$ cat src/rtl/register_bank_sb_pkg.sv
// Shared constants and types for the register bank with pending-write scoreboard.
// Used by register_bank_sb, its interface and the regbank_scoreboard sub-module.
package regbank_pkg;

    localparam int DEFAULT_DATA_W = 32;
    localparam int DEFAULT_DEPTH  = 16;
    localparam int DEFAULT_ADDR_W = $clog2(DEFAULT_DEPTH);

    typedef logic [DEFAULT_ADDR_W-1:0] reg_addr_t;

    localparam logic [DEFAULT_DATA_W-1:0] RESET_VAL = '0;

    // True when the address selects register 0 and that register is hardwired to zero.
    function automatic logic is_zero_reg(input logic zero_r0, input logic [31:0] addr);
        return zero_r0 && (addr == 32'd0);
    endfunction

endpackage

$ cat src/rtl/register_bank_sb_if.sv
// Decode/issue/writeback bus of the register bank: two read ports with hazard
// flags, one write port and one issue port.
interface register_bank_sb_if
    import regbank_pkg::*;
#(
    parameter int DATA_W = DEFAULT_DATA_W,
    parameter int DEPTH  = DEFAULT_DEPTH,
    parameter int ADDR_W = $clog2(DEPTH)
);

    logic [ADDR_W-1:0] RA;
    logic [ADDR_W-1:0] RB;
    logic [DATA_W-1:0] PRA;
    logic [DATA_W-1:0] PRB;
    logic              HZ_A;
    logic              HZ_B;
    logic              W_RB;
    logic [ADDR_W-1:0] WC;
    logic [DATA_W-1:0] WPC;
    logic              ISSUE;
    logic [ADDR_W-1:0] ID;

    modport master (
        output RA, RB, W_RB, WC, WPC, ISSUE, ID,
        input  PRA, PRB, HZ_A, HZ_B
    );

    modport slave (
        input  RA, RB, W_RB, WC, WPC, ISSUE, ID,
        output PRA, PRB, HZ_A, HZ_B
    );

endinterface

$ cat src/rtl/register_bank_sb_scoreboard.sv
// Pending-write scoreboard: one flag per register, set by issue, cleared by
// writeback, issue wins on the same register; two combinational lookup ports.
module regbank_scoreboard
    import regbank_pkg::*;
#(
    parameter  int DEPTH   = DEFAULT_DEPTH,
    parameter  int ZERO_R0 = 0,
    localparam int ADDR_W  = $clog2(DEPTH)
) (
    input  logic              clk,
    input  logic              rst,
    input  logic              set_en,
    input  logic [ADDR_W-1:0] set_idx,
    input  logic              clr_en,
    input  logic [ADDR_W-1:0] clr_idx,
    input  logic [ADDR_W-1:0] lk_a,
    input  logic [ADDR_W-1:0] lk_b,
    output logic              pend_a,
    output logic              pend_b
);

    localparam logic Z0 = (ZERO_R0 != 0);

    logic [DEPTH-1:0] pend;
    logic             set_ok;

    assign set_ok = set_en && !is_zero_reg(Z0, 32'(set_idx));

    // The set is applied after the clear so a same-register issue keeps the flag.
    always_ff @(posedge clk) begin
        if (rst) begin
            pend <= '0;
        end else begin
            if (clr_en) begin
                pend[clr_idx] <= 1'b0;
            end
            if (set_ok) begin
                pend[set_idx] <= 1'b1;
            end
        end
    end

    assign pend_a = pend[lk_a];
    assign pend_b = pend[lk_b];

endmodule

$ cat src/rtl/register_bank_sb.sv
// Parametrised register bank: two async read ports with hazard flags, one sync
// write port, pending scoreboard. Optional macro REGBANK_BYPASS_EN forwards WPC.
module register_bank_sb
    import regbank_pkg::*;
#(
    parameter  int DATA_W  = DEFAULT_DATA_W,
    parameter  int DEPTH   = DEFAULT_DEPTH,
    parameter  int ZERO_R0 = 0,
    localparam int ADDR_W  = $clog2(DEPTH)
) (
    input logic               CLK,
    input logic               RST,
    register_bank_sb_if.slave bus
);

    localparam logic Z0 = (ZERO_R0 != 0);

    if ((DEPTH < 2) || ((1 << ADDR_W) != DEPTH)) begin : g_bad_depth
        $error("register_bank_sb: DEPTH must be a power of two and at least 2");
    end

    logic [DATA_W-1:0] regs [DEPTH];
    logic              wr_ok;
    logic              pend_a;
    logic              pend_b;
    logic [DATA_W-1:0] pra;
    logic [DATA_W-1:0] prb;
    logic              hz_a;
    logic              hz_b;

    assign wr_ok = bus.W_RB && !is_zero_reg(Z0, 32'(bus.WC));

    always_ff @(posedge CLK) begin
        if (RST) begin
            for (int i = 0; i < DEPTH; i++) begin
                regs[i] <= DATA_W'(RESET_VAL);
            end
        end else if (wr_ok) begin
            regs[bus.WC] <= bus.WPC;
        end
    end

    regbank_scoreboard #(
        .DEPTH   (DEPTH),
        .ZERO_R0 (ZERO_R0)
    ) u_scoreboard (
        .clk     (CLK),
        .rst     (RST),
        .set_en  (bus.ISSUE),
        .set_idx (bus.ID),
        .clr_en  (bus.W_RB),
        .clr_idx (bus.WC),
        .lk_a    (bus.RA),
        .lk_b    (bus.RB),
        .pend_a  (pend_a),
        .pend_b  (pend_b)
    );

    always_comb begin
        pra  = regs[bus.RA];
        prb  = regs[bus.RB];
        hz_a = pend_a;
        hz_b = pend_b;
`ifdef REGBANK_BYPASS_EN
        // Forward the in-flight writeback; a same-cycle issue only shows after the edge.
        if (wr_ok && (bus.WC == bus.RA)) begin
            pra  = bus.WPC;
            hz_a = 1'b0;
        end
        if (wr_ok && (bus.WC == bus.RB)) begin
            prb  = bus.WPC;
            hz_b = 1'b0;
        end
`endif
        if (is_zero_reg(Z0, 32'(bus.RA))) begin
            pra  = '0;
            hz_a = 1'b0;
        end
        if (is_zero_reg(Z0, 32'(bus.RB))) begin
            prb  = '0;
            hz_b = 1'b0;
        end
    end

    assign bus.PRA  = pra;
    assign bus.PRB  = prb;
    assign bus.HZ_A = hz_a;
    assign bus.HZ_B = hz_b;

endmodule
$ cat src/flat_wrapper.sv
// flat-port wrapper written by rule: the top's interface ports become plain ports
module register_bank_sb_flat import regbank_pkg::*;
#(
    parameter  int DATA_W  = DEFAULT_DATA_W,
    parameter  int DEPTH   = DEFAULT_DEPTH,
    parameter  int ZERO_R0 = 0,
    localparam int ADDR_W  = $clog2(DEPTH)
)
  (CLK, RST, bus_RA, bus_RB, bus_W_RB, bus_WC, bus_WPC, bus_ISSUE, bus_ID, bus_PRA, bus_PRB, bus_HZ_A, bus_HZ_B);
  register_bank_sb_if #(.DATA_W(DATA_W), .DEPTH(DEPTH)) bus_i ();
  input logic CLK;
  input logic RST;
  input wire logic [$bits(bus_i.RA)-1:0] bus_RA;
  input wire logic [$bits(bus_i.RB)-1:0] bus_RB;
  input wire logic [$bits(bus_i.W_RB)-1:0] bus_W_RB;
  input wire logic [$bits(bus_i.WC)-1:0] bus_WC;
  input wire logic [$bits(bus_i.WPC)-1:0] bus_WPC;
  input wire logic [$bits(bus_i.ISSUE)-1:0] bus_ISSUE;
  input wire logic [$bits(bus_i.ID)-1:0] bus_ID;
  output wire logic [$bits(bus_i.PRA)-1:0] bus_PRA;
  output wire logic [$bits(bus_i.PRB)-1:0] bus_PRB;
  output wire logic [$bits(bus_i.HZ_A)-1:0] bus_HZ_A;
  output wire logic [$bits(bus_i.HZ_B)-1:0] bus_HZ_B;
  assign bus_i.RA = bus_RA;
  assign bus_i.RB = bus_RB;
  assign bus_i.W_RB = bus_W_RB;
  assign bus_i.WC = bus_WC;
  assign bus_i.WPC = bus_WPC;
  assign bus_i.ISSUE = bus_ISSUE;
  assign bus_i.ID = bus_ID;
  assign bus_PRA = bus_i.PRA;
  assign bus_PRB = bus_i.PRB;
  assign bus_HZ_A = bus_i.HZ_A;
  assign bus_HZ_B = bus_i.HZ_B;
  register_bank_sb #(.DATA_W(DATA_W), .DEPTH(DEPTH), .ZERO_R0(ZERO_R0)) u_core (.CLK(CLK), .RST(RST), .bus(bus_i));
endmodule
$ cat config.mk
export PLATFORM = sky130hd
export DESIGN_NAME = register_bank_sb_flat
export DESIGN_NICKNAME = d
export VERILOG_FILES = /design/src/rtl/register_bank_sb_pkg.sv /design/src/rtl/register_bank_sb_if.sv /design/src/rtl/register_bank_sb_scoreboard.sv /design/src/rtl/register_bank_sb.sv /design/src/flat_wrapper.sv
export SDC_FILE = /design/constraint.sdc
export NUM_CORES = 1
export LEC_CHECK = 0
export ABC_AREA = 1
export BUFFER_PORTS_ARGS = -buffer_cell sky130_fd_sc_hd__buf_4
export CORE_MARGIN = 4
export CORE_UTILIZATION = 28
export CTS_BUF_LIST = sky130_fd_sc_hd__clkbuf_16
export DETAILED_ROUTE_END_ITERATION = 12
export PLACE_DENSITY_LB_ADDON = 0.1
export SLEW_MARGIN = 25
export SYNTH_ARGS = -nofsm -noshare
export SYNTH_HDL_FRONTEND = slang
export SYNTH_SLANG_ARGS = --single-unit
$ cat constraint.sdc
create_clock -name CLK -period 1.8 [get_ports CLK]
set_input_delay 0.09 -clock CLK [delete_from_list [all_inputs] [get_ports CLK]]
set_output_delay 0.09 -clock CLK [all_outputs]
set_load 0.01 [all_outputs]
==> flow_summary.ini, run 1 <==
[detailed_routing]
drc = 0
firstDrtPassIters = 6
wl_um = 131000
routed_via_density = 4.98
wl_per_cell_um = 23.6
drtIter0Drc = 2706
route.vias.total = 27700
antenna_left = 0

[hold_path]
holdPathEnd = u_core.regs[11][23]$_SDFFCE_PN0P_
hold_class = primary input to flop
worstHoldStart = bus_WPC[23]
worstHoldPathCells = 4

[worst_setup_path]
criticalPathCategory = flop to output pin
worstSetupStartpoint = u_core.regs[7][10]$_SDFFCE_PN0P_
reg2reg_depth = 3
arrival_ns = 1.68
r2r-end = u_core.u_scoreboard.pend[7]$_SDFF_PP0_
r2r_start = u_core.u_scoreboard.pend[7]$_SDFF_PP0_
end_kind = output pin
cp_max_fo = 2
r2r_setup_slack_ns = 0.67
start_kind = flop
crit_required_ns = 1.71

[placed_design]
dp.cells = 5425
place_hpwl_um = 79200
port-buffer-count = 117
gp_congestion = 0.782

[cells_and_area]
regArea_mm2 = 0.0157
multiInputGateArea_mm2 = 0.0133
final_cells = 5570
drive_gt1_share_pct = 23.4
antennaDiodeCount = 0
nNetsFinal = 4165
fillCellCount = 11200
area_growth_pct = 27.9

[yosys]
ys_seq_area_share_pct = 51.8
synth_cells = 4030
netlist_area_mm2 = 0.0303
syn_avg_cell_area_um2 = 7.52
synth.ff_latch_count = 528
synthesis.nets = 4082
ys_warn_count = 0
ys_types = 12

[global_routing]
antenna_found_initial = 2
overflow = 0
grt_max_degree = 75
grt_util_all_layers_pct = 22.8
grt_pass1_vias = 26200
grt_pass1_wl_um = 188000

[timing]
finalSetupViolations = 0
slew_headroom_pct = 55.2
min_period_ns = 1.77
post-route-period-util_pct = 98.2
tightest_slew_ns = 0.672
finClkSkew_ns = 0
hold_viol_final = 0
drv_slew = 0
rsz0062_at_grt = true
fmax_ghz = 0.566

[pwr]
peakVddDrop_uv = 636
leakage_nw = 17.5
power.density_mw_per_mm2 = 880
power_w = 0.0341

[clock_network]
cts_made_buffers = 70
clock_latency_ns = 0.59
cts_tree = yes
root_buffer = clkbuf_16
clock_sinks = 528
path_clk_slew_ns = 0.05
clockBufferDepth = 3
cts.htree.levels = 3

[outcome]
status = finished clean

[floorplanning]
fp.dieH_um = 337
core_mm2 = 0.107
rows = 120
io_pins = 118
die-area_mm2 = 0.114
die_w_um = 337
start_util_pct = 28.3

[job]
cap_violations = 0
-- cells in the mapped netlist --
cell type / instances / area, µm²
buf_1: 23 / 86.3
buf_2: 185 / 926
clkbuf_1: 91 / 342
dfxtp_1: 16 / 320
edfxtp_1: 512 / 15400
inv_1: 578 / 2170
inv_2: 2 / 7.51
nand2_1: 1140 / 4280
nand3_1: 948 / 4740
nor2_1: 518 / 1940
nor2_4: 1 / 11.3
o22ai_1: 16 / 100
-- logic make-up after synthesis --
logic type	count (synthesis)	share of synthesized area (%)
AO/OA/AOI/OAI	16	0.330
flip-flops	528	51.8
AND/OR/NAND/NOR	2607	36.2
buffers and inverters	879	11.7
-- stage by stage --
step / utilization (%) / instance area, µm² / hold WS [ns] / setup slack, ns / setup TNS, ns
detailed placement: 31.9 / 34200 / 0.493 / 0.0296 / 0
floorplan: - / 30300 / 0.321 / 0.0466 / 0
global placement: 31.9 / 34200 / 0.492 / 0.00611 / 0
finish: 36.1 / 38800 / 0.0386 / 0.0332 / 0
CTS: 34.6 / 37100 / 0.00460 / -0.0278 / -0.191
global route: 36.1 / 38800 / 0.0397 / -0.0257 / -0.288
-- what timing repair did --
action	CTS	global route
resized for setup	131	466
hold buffers	19	0
hold endpoints to repair	145	0
cloned	0	0
pin swaps	52	203
endpoints found under the setup margin	56	65
buffers inserted	0	0
-- power breakdown --
group          leakage (nW)  total (W)  switching [W]  internal (W)
Clock                  1.15     0.0139        0.00576       0.00812
Combinational          11.3    0.00585        0.00392       0.00193
Sequential             5.01     0.0144       0.000208        0.0142
Total                  17.5     0.0341        0.00988        0.0242
-- how the worst max path moves through the flow --
stage                                         to  cells past startpoint  slack [ns]
3_5_place_dp   u_core.regs[10][22]$_SDFFCE_PN0P_                      5        0.03
6_report                             bus_PRA[10]                      7        0.03
2_1_floorplan    u_core.regs[6][0]$_SDFFCE_PN0P_                      5        0.05
5_1_grt                              bus_PRB[14]                      7       -0.03
4_1_cts                               bus_PRB[3]                      7       -0.03
3_3_place_gp   u_core.regs[10][22]$_SDFFCE_PN0P_                      5       0.006
-- cell usage in the layout, fill, tap and decap left out, drive strengths merged --
master	synthesis	final
bufinv	0	5
nand3	948	948
buf	208	291
o22ai	16	16
nand2	1140	1140
dfxtp	16	16
edfxtp	512	512
nor2	519	519
inv	580	598
clkinv	0	28
clkbuf	91	74
dlygate4sd3	0	19
clkinvlp	0	1
-- worst max-delay path, cell delays in order (launching register included) --
cell and delay, ns:
edfxtp_1 0.43, inv_2 0.09, nand2_1 0.05, nand3_1 0.10
nand3_2 0.09, nand3_2 0.09, nand2_2 0.07, buf_4 0.15
-- state kept, by name (all words and copies together), names as in the netlist --
| name | count |
|---|---|
| u_core.u_scoreboard.pend | 16 |
| u_core.regs | 512 |
-- layer usage --
metal / global-route usage [%] / up-vias / wire, µm
li1: - / 13000 / -
met1: 32.8 / 13600 / 60800
met2: 35.7 / 965 / 58900
met3: 3.21 / 156 / 8380
met4: 6.32 / 0 / 3400
met5: 0 / - / 0
-- cell type report --
cell class | instances | area share [%]
flip-flops and latches | 528 | 40.5
multi-input cells | 2623 | 34.3
repair buffers | 310 | 9.25
inverters | 580 | 5.70
clock buffers | 74 | 4.78
well taps | 1403 | 4.53
clock inverters | 52 | 0.962
Power figures use the tool's default switching activity.
==> inputs of run 2 (changes only) <==
--- a/config.mk
+++ b/config.mk
@@ -7,9 +7,11 @@
 export LEC_CHECK = 0
 export ABC_AREA = 1
 export BUFFER_PORTS_ARGS = -buffer_cell sky130_fd_sc_hd__buf_4
+export CORE_ASPECT_RATIO = 1.25
 export CORE_MARGIN = 4
 export CORE_UTILIZATION = 28
 export CTS_BUF_LIST = sky130_fd_sc_hd__clkbuf_16
+export CTS_CLUSTER_DIAMETER = 100
 export DETAILED_ROUTE_END_ITERATION = 12
 export PLACE_DENSITY_LB_ADDON = 0.1
 export SLEW_MARGIN = 25
==> run 2 against run 1 <==
The flow now finishes with violations (setup timing). Die area about the same. Count of clock-buffer cells in the layout shrank 13. Global-route usage shrank 0.85 points. Worst setup slack lost 0.058 ns. Combinational power increased by 2%. Sequential power barely moved. Via count barely moved. Critical path depth unchanged. Power decreased by 3.5%. Non-clock buffer count rose by 37. Hold slack better by 0.014 ns. Sequential cell count did not move. Critical path type unchanged. Critical endpoint is now bus_PRA[6]. Largest cell class unchanged.
==> flow_summary.ini, run 2 (synthesized netlist as in run 1, its figures left out) <==
[clock_network]
cts_made_buffers = 60
cts.htree.levels = 2
clock_sinks = 528
path_clk_slew_ns = 0.06
root_buffer = clkbuf_16
clockBufferDepth = 3
clock_latency_ns = 0.64
cts_tree = yes
post_cts_buffers = 0

[cells_and_area]
mostFrequentLayoutCells = nand2_1 (1024), nand3_1 (592), nor2_1 (518)
final_util_pct = 36.4
final_area_mm2 = 0.0390
largest_register_ffs = 512
final_cells = 5616
top_register = u_core.regs
largestRegisters = u_core.regs x512, u_core.u_scoreboard.pend x16
antennaDiodeCount = 0
area_growth_pct = 28.8
drive_gt1_share_pct = 25.1
nNetsFinal = 4192
fillCellCount = 11100
final_common_cell = nand2_1

[timing]
finClkSkew_ns = 0
hold_viol_final = 0
holdWs_ns = 0.0526
drv_slew = 0
min_period_ns = 1.82
rsz0062_at_grt = true
fmax_ghz = 0.548
slew_headroom_pct = 53.0
post-route-period-util_pct = 101
timing.final.ws_setup_ns = -0.0245
finalSetupViolations = 2
tightest_slew_ns = 0.704

[detailed_routing]
route.vias.total = 27700
wl_um = 127000
wl_per_cell_um = 22.6
antenna_left = 0
routed_via_density = 4.94
drc = 0
firstDrtPassIters = 5
drtIter0Drc = 2196

[worst_setup_path]
r2r_start = u_core.u_scoreboard.pend[7]$_SDFF_PP0_
end_kind = output pin
arrival_ns = 1.73
worstSetupStartpoint = u_core.regs[2][6]$_SDFFCE_PN0P_
r2r_setup_slack_ns = 0.67
criticalPathCategory = flop to output pin
start_kind = flop
crit_required_ns = 1.71
cp_max_fo = 2

[hold_path]
hold_class = primary input to flop
worstHoldStart = bus_WPC[23]

[global_routing]
grt_pass1_wl_um = 185000
grt_util_all_layers_pct = 21.9
grt_max_degree = 87
grt_pass1_vias = 26700
antenna_found_initial = 2
overflow = 0

[pwr]
power.density_mw_per_mm2 = 842
leakage_nw = 17.5
peakVddDrop_uv = 702
power_w = 0.0329

[placed_design]
dp.cells = 5474
gp_congestion = 0.796
place_hpwl_um = 79900
place_area_mm2 = 0.0344
port-buffer-count = 117

[floorplanning]
core_mm2 = 0.107
rows = 134
io_pins = 118
fp.dieH_um = 376
start_util_pct = 28.3
die-area_mm2 = 0.114
die_w_um = 302

[job]
cap_violations = 0

[outcome]
violations = setup timing
status = finished with violations
[run 2: changes by cell type in the layout (fill, tap and decap cells not counted), moves of 27 or more]
cell and delta:
nand2_2 +52, nand2_1 -47, inv_1 -37, inv_2 +31, buf_6 +29, nand3_2 -27
[run 2: where the power goes]
part           total (W)  internal [W]  switching, W
logic            0.00598       0.00207       0.00391
clock network     0.0125       0.00709       0.00543
registers         0.0144        0.0141      0.000229
[run 2: worst max-delay path, cell delays in order, from the launching register on]
cell	delay, ns
edfxtp_1	0.41
inv_1	0.09
nand2_1	0.07
nand3_2	0.08
nand3_1	0.09
nand3_2	0.13
nand2_2	0.08
buf_6	0.12
[run 2: layer usage]
| layer | global-route usage, % | up-vias | part of all wire (%) |
|---|---|---|---|
| met4 | 5.81 | 4 | 2.7 |
| li1 | - | 13000 | - |
| met1 | 30.0 | 13600 | 44 |
| met2 | 36.6 | 892 | 48 |
| met3 | 2.83 | 184 | 5.5 |
| met5 | 0 | - | 0.021 |
[run 2: per-stage QoR]
stage / setup slack (ns) / TNS [ns]
after CTS: -0.0709 / -1.38
after floorplan: 0.0466 / 0
after global routing: -0.0946 / -2.61
after global placement: 0.151 / 0
after detailed placement: 0.138 / 0
final: -0.0245 / -0.0293
[run 2: cell type report]
class	count	area, µm²	area share [%]
repair buffers	347	3980	10.2
inverters	580	2210	5.65
clock buffers	61	1530	3.91
clock inverters	49	405	1.04
well taps	1428	1790	4.58
flip-flops and latches	528	15700	40.2
multi-input cells	2623	13400	34.4
[run 2: worst paths after layout]
check	cells past startpoint	end
max	7	bus_PRA[6]
min	3	u_core.regs[4][23]$_SDFFCE_PN0P_
max reg2reg	3	u_core.u_scoreboard.pend[7]$_SDFF_PP0_
min reg2reg	2	u_core.u_scoreboard.pend[1]$_SDFF_PP0_
[run 2: timing repair]
item | CTS | global route
hold buffers | 32 | 0
hold endpoints to repair | 383 | 0
resized for setup | 265 | 447
endpoints found under the setup margin | 64 | 66
pin swaps | 126 | 207
